File: src/rtl/wb_cmd_master.sv
// rtl/wb_cmd_master.sv - command-driven Wishbone single-cycle master
//
// Takes register commands from a valid/ready channel and queues them in a small FIFO.
// It runs one Wishbone read or write cycle per command. Each command produces a
// one-cycle response strobe carrying the read data or a timeout error.
//
// Ports:
//   clk, rst            clock, synchronous active-high reset
//   cmd_valid/cmd_ready command handshake (ready = FIFO not full)
//   cmd_we/addr/data/sel command payload
//   rsp_valid           one-cycle response strobe
//   rsp_data            read data (0 for writes and errors)
//   rsp_err             stb timed out without ack
//   busy                FIFO non-empty or bus cycle in progress
//   cyc/stb/we/addr/sel/data_wr  Wishbone master outputs
//   data_rd/ack         Wishbone slave responses
module wb_cmd_master #(
  parameter int ADDR_WIDTH = 8,
  parameter int DATA_WIDTH = 32,
  parameter int SEL_SIZE   = 4,
  parameter int FIFO_DEPTH = 4,
  parameter int TIMEOUT    = 16,
  parameter int IDLE_X     = 1
) (
  input  logic                  clk,
  input  logic                  rst,
  input  logic                  cmd_valid,
  output logic                  cmd_ready,
  input  logic                  cmd_we,
  input  logic [ADDR_WIDTH-1:0] cmd_addr,
  input  logic [DATA_WIDTH-1:0] cmd_data,
  input  logic [SEL_SIZE-1:0]   cmd_sel,
  output logic                  rsp_valid,
  output logic [DATA_WIDTH-1:0] rsp_data,
  output logic                  rsp_err,
  output logic                  busy,
  output logic                  cyc,
  output logic                  stb,
  output logic                  we,
  output logic [ADDR_WIDTH-1:0] addr,
  output logic [SEL_SIZE-1:0]   sel,
  output logic [DATA_WIDTH-1:0] data_wr,
  input  logic [DATA_WIDTH-1:0] data_rd,
  input  logic                  ack
);

  localparam int PW = $clog2(FIFO_DEPTH);
  localparam int CW = PW + 1;
  localparam int TW = $clog2(TIMEOUT);
  localparam int EW = 1 + ADDR_WIDTH + SEL_SIZE + DATA_WIDTH;

  // Value parked on the address/data/select lines while no cycle is open.
  localparam logic [ADDR_WIDTH-1:0] ADDR_IDLE = (IDLE_X != 0) ? {ADDR_WIDTH{1'bx}} : '0;
  localparam logic [SEL_SIZE-1:0]   SEL_IDLE  = (IDLE_X != 0) ? {SEL_SIZE{1'bx}}   : '0;
  localparam logic [DATA_WIDTH-1:0] DATA_IDLE = (IDLE_X != 0) ? {DATA_WIDTH{1'bx}} : '0;

  typedef enum logic [1:0] {S_IDLE, S_CYC, S_STB, S_GAP} state_t;

  state_t                state, state_d;
  logic [EW-1:0]         fifo_mem [FIFO_DEPTH];
  logic [PW-1:0]         wr_ptr, rd_ptr;
  logic [CW-1:0]         count;
  logic [TW-1:0]         tmo_cnt, tmo_cnt_d;
  logic                  push, pop;
  logic                  head_we;
  logic [ADDR_WIDTH-1:0] head_addr;
  logic [SEL_SIZE-1:0]   head_sel;
  logic [DATA_WIDTH-1:0] head_data;

  logic                  cyc_d, stb_d, we_d, rsp_valid_d, rsp_err_d;
  logic [ADDR_WIDTH-1:0] addr_d;
  logic [SEL_SIZE-1:0]   sel_d;
  logic [DATA_WIDTH-1:0] data_wr_d, rsp_data_d;

  assign cmd_ready = (count != CW'(FIFO_DEPTH));
  assign busy      = (count != '0) || (state != S_IDLE);
  assign push      = cmd_valid && cmd_ready;
  // The FIFO head is consumed only as a cycle is opened.
  assign pop       = (state == S_IDLE) && (count != '0);
  assign {head_we, head_addr, head_sel, head_data} = fifo_mem[rd_ptr];

  always_ff @(posedge clk) begin
    if (!rst && push) begin
      fifo_mem[wr_ptr] <= {cmd_we, cmd_addr, cmd_sel, cmd_data};
    end
  end

  always_comb begin
    state_d     = state;
    tmo_cnt_d   = tmo_cnt;
    cyc_d       = cyc;
    stb_d       = stb;
    we_d        = we;
    addr_d      = addr;
    sel_d       = sel;
    data_wr_d   = data_wr;
    rsp_valid_d = 1'b0;
    rsp_err_d   = 1'b0;
    rsp_data_d  = '0;
    case (state)
      S_IDLE: begin
        if (count != '0) begin
          state_d   = S_CYC;
          cyc_d     = 1'b1;
          we_d      = head_we;
          addr_d    = head_addr;
          sel_d     = head_sel;
          data_wr_d = head_data;
        end
      end
      S_CYC: begin
        state_d   = S_STB;
        stb_d     = 1'b1;
        tmo_cnt_d = '0;
      end
      S_STB: begin
        // An ack arriving on the last allowed cycle still completes normally.
        if (ack) begin
          state_d     = S_GAP;
          stb_d       = 1'b0;
          rsp_valid_d = 1'b1;
          rsp_data_d  = we ? '0 : data_rd;
        end else if (tmo_cnt == TW'(TIMEOUT - 1)) begin
          state_d     = S_GAP;
          stb_d       = 1'b0;
          rsp_valid_d = 1'b1;
          rsp_err_d   = 1'b1;
        end else begin
          tmo_cnt_d = tmo_cnt + 1'b1;
        end
      end
      S_GAP: begin
        state_d   = S_IDLE;
        cyc_d     = 1'b0;
        we_d      = 1'b0;
        addr_d    = ADDR_IDLE;
        sel_d     = SEL_IDLE;
        data_wr_d = DATA_IDLE;
      end
      default: state_d = S_IDLE;
    endcase
  end

  always_ff @(posedge clk) begin
    if (rst) begin
      state     <= S_IDLE;
      tmo_cnt   <= '0;
      wr_ptr    <= '0;
      rd_ptr    <= '0;
      count     <= '0;
      cyc       <= 1'b0;
      stb       <= 1'b0;
      we        <= 1'b0;
      addr      <= ADDR_IDLE;
      sel       <= SEL_IDLE;
      data_wr   <= DATA_IDLE;
      rsp_valid <= 1'b0;
      rsp_err   <= 1'b0;
      rsp_data  <= '0;
    end else begin
      state     <= state_d;
      tmo_cnt   <= tmo_cnt_d;
      cyc       <= cyc_d;
      stb       <= stb_d;
      we        <= we_d;
      addr      <= addr_d;
      sel       <= sel_d;
      data_wr   <= data_wr_d;
      rsp_valid <= rsp_valid_d;
      rsp_err   <= rsp_err_d;
      rsp_data  <= rsp_data_d;
      if (push) wr_ptr <= wr_ptr + 1'b1;
      if (pop)  rd_ptr <= rd_ptr + 1'b1;
      case ({push, pop})
        2'b10:   count <= count + 1'b1;
        2'b01:   count <= count - 1'b1;
        default: count <= count;
      endcase
    end
  end

endmodule

File: config.mk
export PLATFORM = sky130hd
export DESIGN_NAME = wb_cmd_master
export DESIGN_NICKNAME = d
export VERILOG_FILES = /design/src/rtl/wb_cmd_master.sv
export SDC_FILE = /design/constraint.sdc
export NUM_CORES = 1
export LEC_CHECK = 0
export ABC_AREA = 1
export CAP_MARGIN = 20
export CORE_MARGIN = 2
export CORE_UTILIZATION = 53
export DETAILED_ROUTE_END_ITERATION = 16
export PLACE_DENSITY = 0.79
export SLEW_MARGIN = 40
export SYNTH_ARGS = -nofsm -noshare
export SYNTH_HDL_FRONTEND = slang
export SYNTH_SLANG_ARGS = --single-unit
File: constraint.sdc
create_clock -name clk -period 4.8 [get_ports clk]
set_clock_uncertainty 0.2 [all_clocks]
set_input_delay 0.48 -clock clk [delete_from_list [all_inputs] [get_ports clk]]
set_output_delay 0.48 -clock clk [all_outputs]
set_load 0.02 [all_outputs]
==> summary.md, run 1 <==
| Metric | Value |
|---|---|
| Layout overhead on the synthesized area | 27.4% |
| Sequential fraction of the synthesis area | 76.9% |
| Cells along the critical path | inv_1 -> ha_1 -> nand4_1 -> clkdlybuf4s50_1 |
| Outcome | completed |
| Layout cells sized above 1 | 9.13% |
| Post-Syn Nets | 815 |
| Clk sink count | 276 |
| Post-route cell area | 0.0129 mm^2 |
| RR Startpoint | state[0] |
| Global-route wire length before repair | 30300 um |
| Fin cells | 1143 |
| Yosys top cell by area | edfxtp_1 |
| Endpoint class of the critical path | primary output |
| Max Fanout on Critical Path | 5 |
| Reg2reg end | count[2] |
| Vias | 6066 |
| IO buf count | 163 |
| Routed length per instance | 17.2 um |
| Max-slew headroom | 50.9% |
| Synth unique cells | 30 |
| Reg2Reg Setup Slack | 2.42 ns |
| Post-CTS setup repair buffer count | 0 |
| Synth Register Bits | 276 |
| # DRC | 0 |
| Clock Path Buffers | 3 |
| Post-route clock period utilization | 57.9% |
| Post-synthesis cell area | 0.0101 mm^2 |
| Hold slack | 0.272 ns |
| Leakage | 0.00454 uW |
| Global Route Usage Sum | 19.3% |
| Syn_area_per_cell | 14.0 um^2 |
| Worst Hold Path Cells | 3 |
| Number of buffers created by CTS | 28 |
| HPWL after DPL | 11700 um |
| Sequential Area | 0.00777 mm^2 |
| Post-layout min period | 2.78 ns |
| DR vias/cell | 5.31 |
| Slowest stage cell, crit path | clkdlybuf4s50_1 |
| Worst-path clk slew | 0.06 ns |
| Number of setup violations in the final report | 0 |
| Worst Hold Class | in -> reg |
| Num rows | 50 |
| Die X-Extent | 142 um |
| Core area | 0.0187 mm^2 |
| Cell area after placement | 0.0119 mm^2 |
| WHS Endpoint | rsp_data[9] |
| Area share of the largest cell type after synthesis | 66.6% |
| Launch point of the worst path | state[0] |
| CTS root buf | clkbuf_16 |
| Die span in y | 142 um |
| Syn Inst Count | 723 |
| Skew-Pair Late Insertion Delay | 0.52 ns |
| # Max-Cap Violations | 0 |
| IO Count | 164 |
| Peak supply drop | 0.344 mV |
| Crit-path leading delay family | buffers and inverters |
| CP Class | reg -> out |
| Hold Buf Count CTS | 0 |
| Initial DRC count | 375 |
| Synth top area cells | edfxtp_1 67%, dfxtp_1 10%, o21ai_0 4.8% |
| Final Hold Fails | 0 |
| Final Core Density | 68.8% |
| DR pass1 iterations | 4 |
| Post-synth ARST share | 0% |
| Commonest cells in the netlist | 224 x edfxtp_1, 109 x nor2_1, 96 x o21ai_0 |
| Vias in the first global route | 5974 |
| Nets@finish | 982 |
| Startpoint Class | register |
| Post-synth EDFFs | 224 |
| Final wirelength | 19600 um |
| GPL Wtd Cong | 0.840 |
| Largest net degree at the start of global routing | 92 |
| Final setup TNS | 0 ns |
| Inst Count DP | 1093 |
| CTS tree | done |
| Die area | 0.0202 mm^2 |
| Fill cell total of the finished layout | 1241 |
| Multi-input gate area | 0.00194 mm^2 |
| Ant. Diodes | 0 |
| Actual slew at the worst max-slew pin | 0.736 ns |
| Worst path max stage delay | 0.65 ns |
| HP Start | data_rd[9] |
| RSZ-0062 raised after global routing | false |
| Most common cell in the netlist | edfxtp_1 |
| H-tree depth | 1 |
| CP Buf/Inv Count | 2 |
| Initial Util | 54.0% |
| CP arrival | 2.10 ns |
| Worst reg-to-reg path cell count | 11 |
| Top_reg_cell synth | edfxtp_1 |
| Post-cts resize count | 0 |
| Warnings from Yosys | 0 |
| CP required | 4.12 ns |
| Initial antenna violation count | 1 |
| Slew Limit Fails | 0 |
| PD cells | 570 mW/mm^2 |
| Overflow after GRT | 0 |
| F_max | 360 MHz |
| Post-route ant nets | 0 |
[power breakdown]
part | internal [uW] | switching [uW] | total [uW]
logic | 763 | 1170 | 1940
clock network | 1310 | 836 | 2140
registers | 3060 | 193 | 3260
total | 5130 | 2200 | 7330
[layer usage]
layer,part of all wire (%),track usage (%),vias up
li1,-,-,2895
met1,39,23.4,2897
met2,51,33.5,236
met3,8.1,5.99,36
met4,2.0,5.68,2
met5,0.041,0,-
[per-stage QoR]
stage / power [uW] / setup slack [ns]
2_1_floorplan: 4400 / 1.35
3_3_place_gp: 5160 / 1.73
3_5_place_dp: 5230 / 1.67
4_1_cts: 7360 / 2.01
5_1_grt: 7680 / 1.91
6_report: 7330 / 2.02
[kinds of logic after synthesis]
| logic type | synth area share (%) |
|---|---|
| flip-flops | 76.9 |
| AND/OR/NAND/NOR | 8.95 |
| AO/OA/AOI/OAI | 8.37 |
| buffers and inverters | 4.13 |
| adder cells (fa/ha/maj) | 1.44 |
| XOR/XNOR | 0.174 |
[tightest hold or removal path: cells and delay by family]
| family | cells | cell delay, ns |
|---|---|---|
| buf+inv | 2 | 0.44 |
| simple gates | 1 | 0.03 |
[cells in the final DEF (no fill, tap or decap), drive strengths merged]
cell type,count
nand2,28
bufinv,4
dfxtp,52
nor2,139
o21bai,1
o211ai,1
o22ai,45
or3,1
a21oi,10
o21ai,96
nor3,1
clkdlybuf4s50,163
nand4,3
clkbuf,34
inv,61
nand3b,1
edfxtp,224
buf,9
xor2,2
fa,1
nor4,1
o2111ai,2
clkinv,9
nand3,10
ha,10
clkinvlp,1
[worst max-delay path by stage]
stage | end | slack, ns | depth (start not counted)
after floorplan | addr[0] | 1.35 | 3
after global placement | fifo_mem[3][23] | 1.73 | 5
after detailed placement | fifo_mem[3][23] | 1.67 | 5
after CTS | busy | 2.01 | 4
after global routing | busy | 1.91 | 4
final | busy | 2.02 | 4
[state kept, by name, indices dropped and copies added, names as in the netlist, 2 cells and up, named ones only]
signal,count
addr,8
rsp_data,32
fifo_mem,180
rd_ptr,2
sel,4
data_wr,32
count,3
wr_ptr,2
state,2
tmo_cnt,4
[layout make-up]
| cell class | instances | area share (%) |
|---|---|---|
| timing repair buffer | 172 | 13.3 |
| clock buffer | 34 | 5.79 |
| inverter | 60 | 1.75 |
| multi-input combinational | 352 | 15.1 |
| clock inverter | 15 | 1.30 |
| tap | 234 | 2.28 |
| sequential | 276 | 60.4 |
(Power assumes the default switching activity.)
==> run 2: changes to the inputs <==
- CORE_UTILIZATION: 53 -> 48
- PLACE_DENSITY: 0.79 -> 0.76
- clock period: 4.8 -> 2.25 ns (I/O delays scaled with it)
==> summary.md, run 2 (same netlist as run 1, synthesis figures left out) <==
| Metric | Value |
|---|---|
| Layout cells sized above 1 | 12.7% (+3.5 points) |
| Worst Hold Path Cells | 3 (unchanged) |
| Most frequent cells in the layout | 224 x edfxtp_1, 161 x clkdlybuf4s50_1, 105 x nor2_1 |
| Post-route clock period utilization | 94.8% |
| IO buf count | 163 (unchanged) |
| Vias | 6090 (+0.40%) |
| CP Buf/Inv Count | 2 (unchanged) |
| Peak supply drop | 0.616 mV (+79%) |
| Fin cells | 1206 (+5.5%) |
| Number of buffers created by CTS | 28 (unchanged) |
| HPWL after DPL | 12600 um (+8.2%) |
| Routed length per instance | 16.7 um (-3.0%) |
| Hold slack | 0.0302 ns (-0.241 ns) |
| GPL Wtd Cong | 0.795 (-5.4%) |
| CP required | 1.82 ns (-2.30 ns) |
| CTS root buf | clkbuf_16 |
| Skew-Pair Late Insertion Delay | 0.53 ns (about the same) |
| Post-layout min period | 2.13 ns |
| Actual slew at the worst max-slew pin | 0.514 ns (-0.222 ns) |
| Inst Count DP | 1151 (+5.3%) |
| PD cells | 1230 mW/mm^2 (+120%) |
| Final Hold Fails | 0 (unchanged) |
| Slew Limit Fails | 0 (unchanged) |
| Commonest non-fill, non-tap cell in the layout | edfxtp_1 |
| Nets@finish | 1001 (+1.9%) |
| Biggest register | fifo_mem |
| Overflow after GRT | 0 (unchanged) |
| Max-slew headroom | 65.7% (+15 points) |
| Clk sink count | 276 (unchanged) |
| Clock Path Buffers | 3 (unchanged) |
| Slowest stage cell, crit path | clkdlybuf4s15_1 |
| Largest net degree at the start of global routing | 57 (-38%) |
| DR vias/cell | 5.05 (-4.8%) |
| Ant. Diodes | 0 (unchanged) |
| Worst reg-to-reg path cell count | 10 (-1) |
| Crit-path leading delay family | buffers and inverters |
| WHS Endpoint | rsp_data[14] |
| RR Startpoint | count[0] |
| Layout overhead on the synthesized area | 32.0% |
| Die span in y | 149 um (+4.9%) |
| Die area | 0.0222 mm^2 (+10%) |
| Post-CTS setup repair buffer count | 0 (unchanged) |
| Global Route Usage Sum | 17.9% (-1.4 points) |
| Core area | 0.0208 mm^2 (+11%) |
| Vias in the first global route | 6072 (+1.6%) |
| Initial antenna violation count | 0 (-1) |
| Global-route wire length before repair | 31200 um (+2.9%) |
| Max Fanout on Critical Path | 5 (unchanged) |
| Worst Hold Class | in -> reg |
| IO Count | 164 (unchanged) |
| Final wirelength | 20100 um (+2.4%) |
| HP Start | data_rd[14] |
| F_max | 469 MHz |
| Reg2reg end | count[2] |
| # Max-Cap Violations | 0 (unchanged) |
| Leakage | 0.00475 uW (+4.5%) |
| Initial Util | 48.5% (-5.5 points) |
| Number of setup violations in the final report | 0 (unchanged) |
| CP Class | reg -> out |
| Endpoint class of the critical path | primary output |
| RSZ-0062 raised after global routing | false |
| Post-route ant nets | 0 (unchanged) |
| Largest regs | fifo_mem (180), data_wr (32), rsp_data (32) |
| Max reg flops | 180 (unchanged) |
| Launch point of the worst path | state[1] |
| Startpoint Class | register |
| Reg2Reg Setup Slack | 0.18 ns (-2.24 ns) |
| Cells along the critical path | inv_2 -> ha_4 -> nand4_1 -> clkdlybuf4s15_1 |
| CP arrival | 1.71 ns (-0.39 ns) |
| Num rows | 53 (+6.0%) |
| Worst-path clk slew | 0.06 ns (about the same) |
| H-tree depth | 1 (unchanged) |
| DR pass1 iterations | 5 (+1) |
| Die X-Extent | 149 um (+4.9%) |
| Outcome | completed |
| Initial DRC count | 406 (+8.3%) |
| # DRC | 0 (unchanged) |
| Worst path max stage delay | 0.36 ns (-0.29 ns) |
| CTS tree | done |
## run 2: power by group
| group | internal, uW | switching, uW |
|---|---|---|
| clock network | 3260 | 1840 |
| registers | 6530 | 336 |
| logic | 1760 | 2600 |
## run 2: worst register-to-register path, stage by stage (launching register included)
cell,delay [ns]
dfxtp_1,0.39
inv_1,0.09
nand3_1,0.15
nand2_1,0.10
ha_1,0.24
fa_1,0.39
nor2_1,0.11
nor2_1,0.05
nand2_1,0.08
o21ai_0,0.07
a21oi_1,0.11
## run 2: per-stage QoR
step | total power [uW] | setup WS, ns | instance area (um^2) | TNS, ns | utilization (%)
after detailed placement | 11300 | 0.0902 | 12200 | 0 | 58.8
after CTS | 16500 | 0.0492 | 13300 | 0 | 64.0
final | 16300 | 0.118 | 13300 | 0 | 64.0
after global placement | 11200 | 0.0972 | 12200 | 0 | 58.8
after floorplan | 9440 | -1.11 | 10200 | -48.95 | -
after global routing | 17100 | 0.0148 | 13300 | 0 | 64.0
## run 2: how the worst max path moves through the flow
stage,endpoint,slack [ns],cells after the start
2_1_floorplan,addr[0],-1.11,3
3_3_place_gp,count[2],0.1,9
3_5_place_dp,count[2],0.09,9
4_1_cts,busy,0.05,4
5_1_grt,count[2],0.01,10
6_report,busy,0.12,4
## run 2: routing by layer
| layer | vias up | share of wire (%) | track usage (%) |
|---|---|---|---|
| li1 | 2940 | - | - |
| met1 | 2889 | 40 | 22.1 |
| met2 | 233 | 49 | 30.8 |
| met3 | 28 | 9.5 | 5.81 |
| met4 | 0 | 1.7 | 4.52 |
| met5 | - | 0 | 0 |
## run 2: cell type report
class	instances	area, um^2
sequential	276	7770
inverter	60	225
tap	275	344
clock inverter	12	213
multi-input combinational	352	1970
timing repair buffer	191	1960
clock buffer	40	837
fill	1498	7500
## run 2: timing repair
item                                    in CTS  in global routing
hold endpoints to repair                     3                  0
endpoints found under the setup margin       2                  1
hold buffers                                 3                  0
gates resized for setup                      2                  1
==> run 3: changes to the inputs <==
- TNS_END_PERCENT: unset -> 5
==> summary.md, run 3 (same netlist as run 1, synthesis figures left out) <==
| Metric | Value |
|---|---|
| Outcome | completed |
| CP Buf/Inv Count | 2 (unchanged) |
| Combinational power share | 27.1% (+0.4 points) |
| Fin cells | 1198 (-0.66%) |
| Most frequent cells in the layout | 224 x edfxtp_1, 161 x clkdlybuf4s50_1, 105 x nor2_1 |
| PD cells | 1210 mW/mm^2 (-1.7%) |
| Cells along the critical path | inv_2 -> ha_4 -> nand4_1 -> dlygate4sd2_1 |
| Vias in the first global route | 6086 (+0.23%) |
| Leakage | 0.00466 uW (-1.8%) |
| DR vias/cell | 5.06 (+0.22%) |
| Final setup TNS | 0 ns (unchanged) |
| Switching share of total power | 29.6% (+0.30 points) |
| Post-route ant nets | 0 (unchanged) |
| Max Fanout on Critical Path | 5 (unchanged) |
| Worst Hold Class | in -> reg |
| Hold slack | 0.0318 ns (+0.00157 ns) |
| Nets@finish | 996 (-0.50%) |
| Vias | 6063 (-0.44%) |
| Num rows | 53 (unchanged) |
| IO buf count | 163 (unchanged) |
| Overflow after GRT | 0 (unchanged) |
| Startpoint Class | register |
| Max reg flops | 180 (unchanged) |
| Max-slew headroom | 76.1% (+10 points) |
| CP Class | reg -> out |
| Final wirelength | 19300 um (-4.0%) |
| Initial Util | 48.5% (unchanged) |
| Layout overhead on the synthesized area | 30.2% |
| Slowest stage cell, crit path | dlygate4sd2_1 |
| Initial DRC count | 387 (-4.7%) |
| H-tree depth | 1 (unchanged) |
| Global-route wire length before repair | 30900 um (-1.0%) |
| # Max-Cap Violations | 0 (unchanged) |
| Clock power frac | 29.4% (-1.9 points) |
| GPL Wtd Cong | 0.814 (+2.4%) |
| Biggest register | fifo_mem |
| F_max | 464 MHz (-1.0%) |
| Seq pwr share | 43.4% (+1.4 points) |
| Launch point of the worst path | state[1] |
| Total net switching power | 4680 uW (-2.0%) |
| Actual slew at the worst max-slew pin | 0.358 ns (-0.156 ns) |
| Clock Path Buffers | 3 (unchanged) |
| Inst Count DP | 1150 (-0.087%) |
| Reg2Reg Setup Slack | 0.21 ns (+0.03 ns) |
| Post-route clock period utilization | 95.7% (+0.98 points) |
| Largest net degree at the start of global routing | 91 (+60%) |
| Final Hold Fails | 0 (unchanged) |
| Number of setup violations in the final report | 0 (unchanged) |
| # DRC | 0 (unchanged) |
| HP Start | data_rd[9] |
| Largest regs | fifo_mem (180), data_wr (32), rsp_data (32) |
| Layout cells sized above 1 | 11.7% (-0.97 points) |
| Cell area after placement | 0.0122 mm^2 (-0.27%) |
| CTS root buf | clkbuf_16 |
| CP required | 1.82 ns (about the same) |
| Post-layout min period | 2.15 ns (+0.0221 ns) |
| Post-route cell area | 0.0131 mm^2 (-1.3%) |
| RR Startpoint | count[0] |
| Final Core Density | 63.1% (-0.84 points) |
| Core area | 0.0208 mm^2 (unchanged) |
| HPWL after DPL | 11900 um (-5.8%) |
| Initial antenna violation count | 1 (+1) |
| Die X-Extent | 149 um (unchanged) |
| IO Count | 164 (unchanged) |
| Routed length per instance | 16.1 um (-3.3%) |
| Commonest non-fill, non-tap cell in the layout | edfxtp_1 |
| Global Route Usage Sum | 17.6% (-0.33 points) |
| Die span in y | 149 um (unchanged) |
| Ant. Diodes | 0 (unchanged) |
| Die area | 0.0222 mm^2 (unchanged) |
| DR pass1 iterations | 4 (-1) |
| Number of buffers created by CTS | 27 (-3.6%) |
| Int Pwr | 11200 uW (-3.4%) |
| Post-CTS setup repair buffer count | 0 (unchanged) |
| RSZ-0062 raised after global routing | false |
| Skew-Pair Late Insertion Delay | 0.52 ns (about the same) |
| Worst-path clk slew | 0.06 ns (about the same) |
| Endpoint class of the critical path | primary output |
| Slew Limit Fails | 0 (unchanged) |
| CP arrival | 1.73 ns (+0.02 ns) |
| Peak supply drop | 0.548 mV (-11%) |
| Worst path max stage delay | 0.41 ns (+0.05 ns) |
| Clk sink count | 276 (unchanged) |
| Crit-path leading delay family | buffers and inverters |
| CTS tree | done |
==> run 3: cell count changes in the layout (fill, tap and decap cells not counted), sizes merged <==
cell	before	now
clkbuf	40	29
clkinv	5	11
dlygate4sd3	3	0
buf	25	24
clkdlybuf4s15	1	0
dlymetal6s2s	0	1
inv	60	61
==> run 3: final cells by class <==
type / instances / area [um^2]
flip-flops and latches: 276 / 7770
fillers: 1546 / 7680
multi-input cells: 352 / 1950
repair buffers: 187 / 1910
clock buffers: 29 / 683
well taps: 275 / 344
clock inverters: 19 / 251
inverters: 60 / 225
==> run 3: path summary, 6_finish.rpt <==
| path | endpoint | depth (start not counted) |
|---|---|---|
| min | rsp_data[9] | 3 |
| max reg2reg | count[2] | 10 |
| max | busy | 4 |
| min reg2reg | stb | 2 |
==> run 3: metrics by stage <==
step	power, uW	setup WS [ns]
finish	15800	0.0956
global route	16700	0.0151
CTS	16000	0.0260
detailed placement	11300	0.0838
global placement	11200	0.130
floorplan	9430	-1.11
==> run 3: worst min-delay path, stage by stage <==
cell and delay [ns]:
clkdlybuf4s50_1 0.39, inv_1 0.05, nor2_1 0.03
==> run 3: per-layer routing <==
| layer | routed length (um) | up-vias | global-route usage (%) |
|---|---|---|---|
| met3 | 1920 | 28 | 5.38 |
| met5 | 13 | - | 0 |
| met1 | 7690 | 2862 | 21.9 |
| met2 | 9360 | 248 | 29.9 |
| li1 | - | 2923 | - |
| met4 | 300 | 2 | 5.24 |
==> run 3: power by group through the flow <==
stage / clock network [uW] / registers [uW] / logic [uW]
6_report: 4670 / 6880 / 4300
4_1_cts: 4770 / 6900 / 4340
2_1_floorplan: 0 / 7500 / 1930
3_5_place_dp: 0 / 7000 / 4340
3_3_place_gp: 0 / 6990 / 4250
5_1_grt: 4970 / 6960 / 4740
==> run 3: timing repair <==
action | in CTS | in global routing
resized for setup | 1 | 1
pin swaps | 0 | 0
hold buffers | 0 | 0
setup endpoints to repair | 1 | 1
